[config.mk]
export PLATFORM = sky130hd
export DESIGN_NAME = lsu_ctrl
export DESIGN_NICKNAME = d
export VERILOG_FILES = /design/src/rtl/lsu_ctrl.sv
export SDC_FILE = /design/constraint.sdc
export NUM_CORES = 1
export LEC_CHECK = 0
export ABC_AREA = 1
export ABC_CLOCK_PERIOD_IN_PS = 1840
export CAP_MARGIN = 20
export CORE_ASPECT_RATIO = 1.25
export CORE_UTILIZATION = 45
export DETAILED_ROUTE_END_ITERATION = 6
export GPL_TIMING_DRIVEN = 0
export PLACE_DENSITY_LB_ADDON = 0.3
export SLEW_MARGIN = 20
export SYNTH_ARGS = -nofsm -noshare
export SYNTH_HDL_FRONTEND = slang
export SYNTH_SLANG_ARGS = --single-unit
export TNS_END_PERCENT = 30
[constraint.sdc]
create_clock -name i_clk -period 1.84 [get_ports i_clk]
set_input_delay 0.184 -clock i_clk [delete_from_list [all_inputs] [get_ports i_clk]]
set_output_delay 0.184 -clock i_clk [all_outputs]
set_load 0.02 [all_outputs]
[src/rtl/lsu_ctrl.sv]
// Load/store sequencer between the RV32I datapath and a variable-latency data memory.
// Drives a req/gnt/rvalid handshake, aligns store lanes, extends load data and flags errors.
module lsu_ctrl #(
    parameter int ADDR_WIDTH     = 32,
    parameter int DATA_WIDTH     = 32,
    parameter int TIMEOUT_CYCLES = 255
) (
    input  logic                  i_clk,
    input  logic                  i_rst,
    input  logic                  i_load,
    input  logic                  i_store,
    input  logic [2:0]            i_funct3,
    input  logic [ADDR_WIDTH-1:0] i_addr,
    input  logic [DATA_WIDTH-1:0] i_store_data,
    output logic                  o_stall,
    output logic                  o_done,
    output logic [DATA_WIDTH-1:0] o_load_data,
    output logic                  o_misaligned,
    output logic                  o_bus_err,
    output logic                  o_mem_req,
    output logic                  o_mem_we,
    output logic [ADDR_WIDTH-1:0] o_mem_addr,
    output logic [DATA_WIDTH-1:0] o_mem_wdata,
    output logic [3:0]            o_mem_be,
    input  logic                  i_mem_gnt,
    input  logic                  i_mem_rvalid,
    input  logic [DATA_WIDTH-1:0] i_mem_rdata
);

    localparam int CW = $clog2(TIMEOUT_CYCLES + 1);
    localparam logic [CW-1:0] TMO_LAST = CW'(TIMEOUT_CYCLES - 1);

    typedef enum logic [1:0] {
        IDLE,
        REQ,
        RSP,
        DONE
    } state_t;

    state_t                  state_q;
    state_t                  state_d;
    logic [CW-1:0]           cnt_q;
    logic [ADDR_WIDTH-1:0]   addr_q;
    logic [DATA_WIDTH-1:0]   data_q;
    logic [DATA_WIDTH-1:0]   rdata_q;
    logic [2:0]              f3_q;
    logic                    we_q;
    logic                    mis_q;
    logic                    berr_q;

    logic                    st_in;
    logic                    unsup_in;
    logic                    misal_in;
    logic                    bad_in;
    logic                    start;
    logic                    cap;
    logic                    to_err;
    logic                    tmo;

    logic [DATA_WIDTH-1:0]   lane_wdata;
    logic [3:0]              lane_be;
    logic [DATA_WIDTH-1:0]   shifted;
    logic [DATA_WIDTH-1:0]   ld_ext;

    // Classify the incoming access: load wins over store, reject bad size/alignment
    always_comb begin
        st_in    = i_store & ~i_load;
        unsup_in = 1'b0;
        misal_in = 1'b0;
        if (i_load) begin
            unsup_in = (i_funct3 == 3'd3) || (i_funct3 == 3'd6) ||
                       (i_funct3 == 3'd7);
        end else begin
            unsup_in = i_funct3[2] || (i_funct3[1:0] == 2'd3);
        end
        case (i_funct3[1:0])
            2'd1:    misal_in = i_addr[0];
            2'd2:    misal_in = |i_addr[1:0];
            default: misal_in = 1'b0;
        endcase
        bad_in = unsup_in | misal_in;
    end

    // Place store data on the byte lanes selected by the captured address
    always_comb begin
        lane_wdata = '0;
        lane_be    = 4'b1111;
        if (we_q) begin
            unique case (1'b1)
                (f3_q[1:0] == 2'd0): begin
                    lane_wdata = {4{data_q[7:0]}};
                    lane_be    = 4'b0001 << addr_q[1:0];
                end
                (f3_q[1:0] == 2'd1): begin
                    lane_wdata = {2{data_q[15:0]}};
                    lane_be    = 4'b0011 << {addr_q[1], 1'b0};
                end
                default: begin
                    lane_wdata = data_q;
                    lane_be    = 4'b1111;
                end
            endcase
        end
    end

    // Select the addressed byte/half of the response and extend it
    always_comb begin
        shifted = rdata_q >> {addr_q[1:0], 3'b000};
        case (f3_q)
            3'd0:    ld_ext = {{24{shifted[7]}}, shifted[7:0]};
            3'd1:    ld_ext = {{16{shifted[15]}}, shifted[15:0]};
            3'd4:    ld_ext = {24'd0, shifted[7:0]};
            3'd5:    ld_ext = {16'd0, shifted[15:0]};
            default: ld_ext = rdata_q;
        endcase
    end

    assign tmo = (cnt_q >= TMO_LAST);

    // Next-state and output decode; reset forces every output low
    always_comb begin
        state_d      = state_q;
        start        = 1'b0;
        cap          = 1'b0;
        to_err       = 1'b0;
        o_stall      = 1'b0;
        o_done       = 1'b0;
        o_load_data  = '0;
        o_misaligned = 1'b0;
        o_bus_err    = 1'b0;
        o_mem_req    = 1'b0;
        o_mem_we     = 1'b0;
        o_mem_addr   = '0;
        o_mem_wdata  = '0;
        o_mem_be     = '0;
        case (state_q)
            IDLE: begin
                if (i_load | i_store) begin
                    o_stall = 1'b1;
                    start   = 1'b1;
                    state_d = bad_in ? DONE : REQ;
                end
            end
            REQ: begin
                o_stall     = 1'b1;
                o_mem_req   = 1'b1;
                o_mem_we    = we_q;
                o_mem_addr  = {addr_q[ADDR_WIDTH-1:2], 2'b00};
                o_mem_wdata = lane_wdata;
                o_mem_be    = lane_be;
                if (i_mem_gnt) begin
                    state_d = RSP;
                end else if (tmo) begin
                    to_err  = 1'b1;
                    state_d = DONE;
                end
            end
            RSP: begin
                o_stall = 1'b1;
                if (i_mem_rvalid) begin
                    cap     = 1'b1;
                    state_d = DONE;
                end else if (tmo) begin
                    to_err  = 1'b1;
                    state_d = DONE;
                end
            end
            DONE: begin
                o_done       = 1'b1;
                o_misaligned = mis_q;
                o_bus_err    = berr_q;
                if (!we_q && !mis_q && !berr_q) begin
                    o_load_data = ld_ext;
                end
                state_d = IDLE;
            end
            default: state_d = IDLE;
        endcase
        if (i_rst) begin
            o_stall      = 1'b0;
            o_done       = 1'b0;
            o_load_data  = '0;
            o_misaligned = 1'b0;
            o_bus_err    = 1'b0;
            o_mem_req    = 1'b0;
            o_mem_we     = 1'b0;
            o_mem_addr   = '0;
            o_mem_wdata  = '0;
            o_mem_be     = '0;
        end
    end

    // State register
    always_ff @(posedge i_clk) begin
        if (i_rst) begin
            state_q <= IDLE;
        end else begin
            state_q <= state_d;
        end
    end

    // Timeout counter: cleared when an access starts, counts through REQ/RSP
    always_ff @(posedge i_clk) begin
        if (i_rst) begin
            cnt_q <= '0;
        end else if (start) begin
            cnt_q <= '0;
        end else if ((state_q == REQ) || (state_q == RSP)) begin
            cnt_q <= cnt_q + CW'(1);
        end
    end

    // Capture the access fields and its error status when it is accepted
    always_ff @(posedge i_clk) begin
        if (i_rst) begin
            addr_q <= '0;
            data_q <= '0;
            f3_q   <= '0;
            we_q   <= 1'b0;
            mis_q  <= 1'b0;
            berr_q <= 1'b0;
        end else begin
            if (start) begin
                addr_q <= i_addr;
                data_q <= i_store_data;
                f3_q   <= i_funct3;
                we_q   <= st_in;
                mis_q  <= bad_in;
                berr_q <= 1'b0;
            end
            if (to_err) begin
                berr_q <= 1'b1;
            end
        end
    end

    // Hold the read response until the datapath retires the load
    always_ff @(posedge i_clk) begin
        if (i_rst) begin
            rdata_q <= '0;
        end else if (cap) begin
            rdata_q <= i_mem_rdata;
        end
    end

endmodule

==> impl_metrics.py, run 1 <==
metrics = {
    "yosys": {
        "synth.distinct_cells": 34,
        "synthesized_area_um2": 5599,
        "flip_flop_and_latch_count_after_synthesis": 112,
        "syn_avg_cell_area_um2": 6.845,
        "synthesis.instances": 818,
        "sequential_cell_area_fraction_in_the_yosys_report_pct": 40.04,
        "yosys_warnings": 0,
    },
    "clock_network": {
        "clock_latency_ns": 0.37,
        "maximum_clock_path_buffer_count": 2,
        "root_buffer": "sky130_fd_sc_hd__clkbuf_16",
        "htreeDepth": 3,
        "cts.sinks": 112,
        "clock_tree_from_tritoncts": "done",
        "post_cts_clock_slew_at_the_launch_and_capture_registers_of_the_worst_setup_and_hold_paths_ns": 0.09,
        "tritoncts.num_buffers": 9,
    },
    "worst_setup_path": {
        "cp.required_ns": 1.66,
        "worst_r2r_path_depth": 9,
        "path_class": "reg2out",
        "crit-reg2reg-capture": "addr_q[6]$_SDFFE_PP0P_",
        "r2r_setup_slack_ns": -0.08,
        "critPathCaptureType": "output port",
        "worst_ep_arrival_time_ns": 2.01,
        "timing.critical_path.fanout_max": 6,
        "reg2reg_from": "state_q[1]$_SDFFE_PP0P_",
        "cp-start-kind": "flop",
    },
    "sta": {
        "maxClockFrequency_ghz": 0.4549,
        "grt_setup_unrepaired": "true",
        "timing.hold.ws_ns": 0.3762,
        "period_minus_slack_ns": 2.198,
        "tightest_slew_ns": 0.5033,
        "layout_setup_ws_ns": -0.3581,
        "max-slew-margin-rel_pct": 66.44,
        "clock_skew_ns": 0.01367,
        "report.final.slew_viol_count": 0,
        "hold_violations": 0,
        "finalSetupViolCount": 104,
        "setup_tns_ns": -19.45,
        "finalCritPeriodShare_pct": 119.5,
    },
    "worst_hold_path": {
        "min_to": "data_q[19]$_SDFFE_PP0P_",
        "holdPathStages": 3,
        "timing.hold.worst.start": "i_store_data[19]",
        "hold_class": "in2reg",
    },
    "drt": {
        "dr.pass1.iters": 5,
        "detail_route.vias_per_cell": 5.388,
        "drt.antenna.violating_nets": 0,
        "dr.first_iter.drc_count": 399,
        "drc_errors": 0,
        "route.vias.total": 6859,
        "postRouteWirelength_um": 22110,
        "routedWlPerCell_um": 17.37,
    },
    "floorplan": {
        "ios": 211,
        "die_h_um": 126.7,
        "core_area_um2": 12160,
        "die_x_um": 101.8,
        "die_area_um2": 12900,
        "site_row_count": 45,
        "floorplan.initialDensity_pct": 46.04,
    },
    "global_route": {
        "grt_start_max_net_pins": 20,
        "gr-usage-all-layers_pct": 31.73,
        "first_global_vias": 6429,
        "grt_first_pass_wirelength_um": 31700,
        "gr-total-overflow": 0,
        "antenna_found_initial": 0,
    },
    "finish": {
        "area_growth_syn_to_layout_pct": 72.87,
        "share_of_final_layout_standard_cells_stronger_than_drive_strength_1_pct": 32.55,
        "fillers": 816,
        "area.sequential_um2": 2258,
        "final_net_count": 1221,
        "antenna_cells": 0,
        "multi_input_area_um2": 3406,
    },
    "placement": {
        "portBuffers": 208,
        "dp_hpwl_um": 13520,
        "placer_congestion_estimate": 0.8739,
    },
    "power": {
        "design_power_total_mw": 9.543,
        "cellLeakagePower_nw": 4.032,
        "vdd_drop_max_uv": 609.4,
        "cellPowerDensity_nw_per_um2": 985.9,
    },
    "run": {
        "cap_violations": 0,
    },
    "run_status": {
        "violations": "negative setup slack",
        "status": "finished, violations left",
    },
}
==> cell type report <==
| class | instances | share of cell area [%] |
|---|---|---|
| sequential | 112 | 23.33 |
| multi-input combinational | 538 | 35.19 |
| buffer | 48 | 3.594 |
| clock inverter | 7 | 0.5558 |
| timing repair buffer | 272 | 27.44 |
| clock buffer | 9 | 2.327 |
| timing repair inverter | 2 | 0.2068 |
| inverter | 121 | 5.235 |
| tap | 164 | 2.120 |
==> worst max-delay path, cell delays in order (launching register included) <==
cell and delay [ns]:
sky130_fd_sc_hd__dfxtp_4 0.37, sky130_fd_sc_hd__inv_4 0.06, sky130_fd_sc_hd__ha_4 0.15, sky130_fd_sc_hd__inv_4 0.04, sky130_fd_sc_hd__nor2_4 0.11, sky130_fd_sc_hd__inv_4 0.05
sky130_fd_sc_hd__nor2_4 0.14, sky130_fd_sc_hd__buf_12 0.14, sky130_fd_sc_hd__buf_8 0.11, sky130_fd_sc_hd__o21ai_4 0.06, sky130_fd_sc_hd__a221oi_2 0.22, sky130_fd_sc_hd__buf_4 0.19
==> layout by cell type (no fill, tap or decap), drive strengths merged, types with 12 or more instances in the layout <==
cell type,n
o22ai,17
a21oi,121
clkdlybuf4s50,103
ha,12
dfxtp,112
buf,174
clkbuf,44
inv,123
nand2,89
nor2,131
o21ai,133
==> power breakdown <==
| group | leakage, nW | internal, mW | switching [mW] |
|---|---|---|---|
| registers | 0.926 | 2.95 | 0.319 |
| logic | 2.97 | 1.66 | 2.66 |
| clock network | 0.134 | 0.934 | 1.01 |
==> per-stage QoR <==
stage | std cells | worst slack (ns) | utilization, % | cell area (µm²)
final | 1273 | -0.3581 | 79.59 | 9679
after global routing | 1273 | -0.3955 | 79.59 | 9679
after CTS | 1237 | -0.3695 | 73.00 | 8879
after detailed placement | 1191 | -0.8728 | 65.03 | 7909
after global placement | 1191 | -0.8565 | 65.03 | 7909
after floorplan | 819 | -0.1557 | - | 5622
==> what timing repair did <==
action                                  CTS  global route
setup buffers                            27            34
endpoints found under the setup margin  170           203
cloned                                    3             4
resized for setup                       524           313
hold buffers                              0             0
pin swaps                                 8            12
==> routing by layer <==
layer  share of wire [%]  vias to the layer above  GRT usage, %
li1                    -                     3234             -
met1                  37                     3205         35.56
met2                  52                      339         55.01
met3                 6.4                       81         5.730
met4                 4.7                        0         19.35
met5                   0                        -             0
==> Yosys cell counts <==
cell type / number / area share (%)
sky130_fd_sc_hd__a211oi_1: 5 / 0.67
sky130_fd_sc_hd__a21oi_1: 120 / 11
sky130_fd_sc_hd__a21oi_2: 1 / 0.16
sky130_fd_sc_hd__a221oi_1: 7 / 1.1
sky130_fd_sc_hd__and3_1: 2 / 0.22
sky130_fd_sc_hd__buf_1: 2 / 0.13
sky130_fd_sc_hd__buf_2: 11 / 0.98
sky130_fd_sc_hd__buf_4: 2 / 0.27
sky130_fd_sc_hd__buf_6: 2 / 0.40
sky130_fd_sc_hd__buf_8: 1 / 0.27
sky130_fd_sc_hd__clkbuf_1: 30 / 2.0
sky130_fd_sc_hd__clkinv_1: 1 / 0.067
sky130_fd_sc_hd__conb_1: 1 / 0.067
sky130_fd_sc_hd__dfxtp_1: 112 / 40
sky130_fd_sc_hd__ha_1: 12 / 2.7
sky130_fd_sc_hd__inv_1: 111 / 7.4
sky130_fd_sc_hd__inv_2: 8 / 0.54
sky130_fd_sc_hd__inv_4: 1 / 0.11
sky130_fd_sc_hd__nand2_1: 86 / 5.8
sky130_fd_sc_hd__nand2_2: 2 / 0.22
sky130_fd_sc_hd__nand2_4: 1 / 0.20
sky130_fd_sc_hd__nand3_1: 9 / 0.80
sky130_fd_sc_hd__nand3_2: 2 / 0.36
sky130_fd_sc_hd__nand4_2: 1 / 0.22
sky130_fd_sc_hd__nor2_1: 116 / 7.8
sky130_fd_sc_hd__nor2_2: 10 / 1.1
sky130_fd_sc_hd__nor2_4: 5 / 1.0
sky130_fd_sc_hd__nor3_1: 3 / 0.27
sky130_fd_sc_hd__o211ai_1: 1 / 0.13
sky130_fd_sc_hd__o21ai_0: 132 / 12
sky130_fd_sc_hd__o21ai_2: 1 / 0.16
sky130_fd_sc_hd__o22ai_1: 17 / 1.9
sky130_fd_sc_hd__or2_2: 2 / 0.22
sky130_fd_sc_hd__xnor2_1: 1 / 0.16
==> cells by family after synthesis <==
logic type	after synthesis	share of synthesized area (%)
AO/OA/AOI/OAI	284	26.64
AND/OR/NAND/NOR	239	18.19
buffers and inverters	169	12.22
XOR/XNOR	1	0.1565
adder cells (fa/ha/maj)	12	2.681
flip-flops	112	40.04
other	1	0.06697
==> registers in the layout, summed over array words and instances (netlist names) <==
signal,count
addr_q,32
data_q,32
rdata_q,32
cnt_q,8
f3_q,3
state_q,2
berr_q,1
mis_q,1
we_q,1
==> worst max-delay path by stage <==
| stage | startpoint | to | slack (ns) |
|---|---|---|---|
| CTS | state_q[1]$_SDFFE_PP0P_ | o_mem_wdata[24] | -0.37 |
| global placement | i_rst | o_mem_wdata[26] | -0.86 |
| floorplan | state_q[1]$_SDFFE_PP0P_ | o_mem_wdata[26] | -0.16 |
| finish | state_q[1]$_SDFFE_PP0P_ | o_mem_wdata[30] | -0.36 |
| global route | state_q[1]$_SDFFE_PP0P_ | o_mem_wdata[30] | -0.40 |
| detailed placement | i_rst | o_mem_wdata[26] | -0.87 |
(Power assumes the default switching activity.)
==> run 2, diff against run 1 <==
--- a/config.mk
+++ b/config.mk
@@ -10,6 +10,7 @@
 export CAP_MARGIN = 20
 export CORE_ASPECT_RATIO = 1.25
 export CORE_UTILIZATION = 45
+export CTS_CLUSTER_SIZE = 40
 export DETAILED_ROUTE_END_ITERATION = 6
 export GPL_TIMING_DRIVEN = 0
 export PLACE_DENSITY_LB_ADDON = 0.3
==> results of run 2 <==
No change in the layout: final DEF, timing and power equal those of run 1.
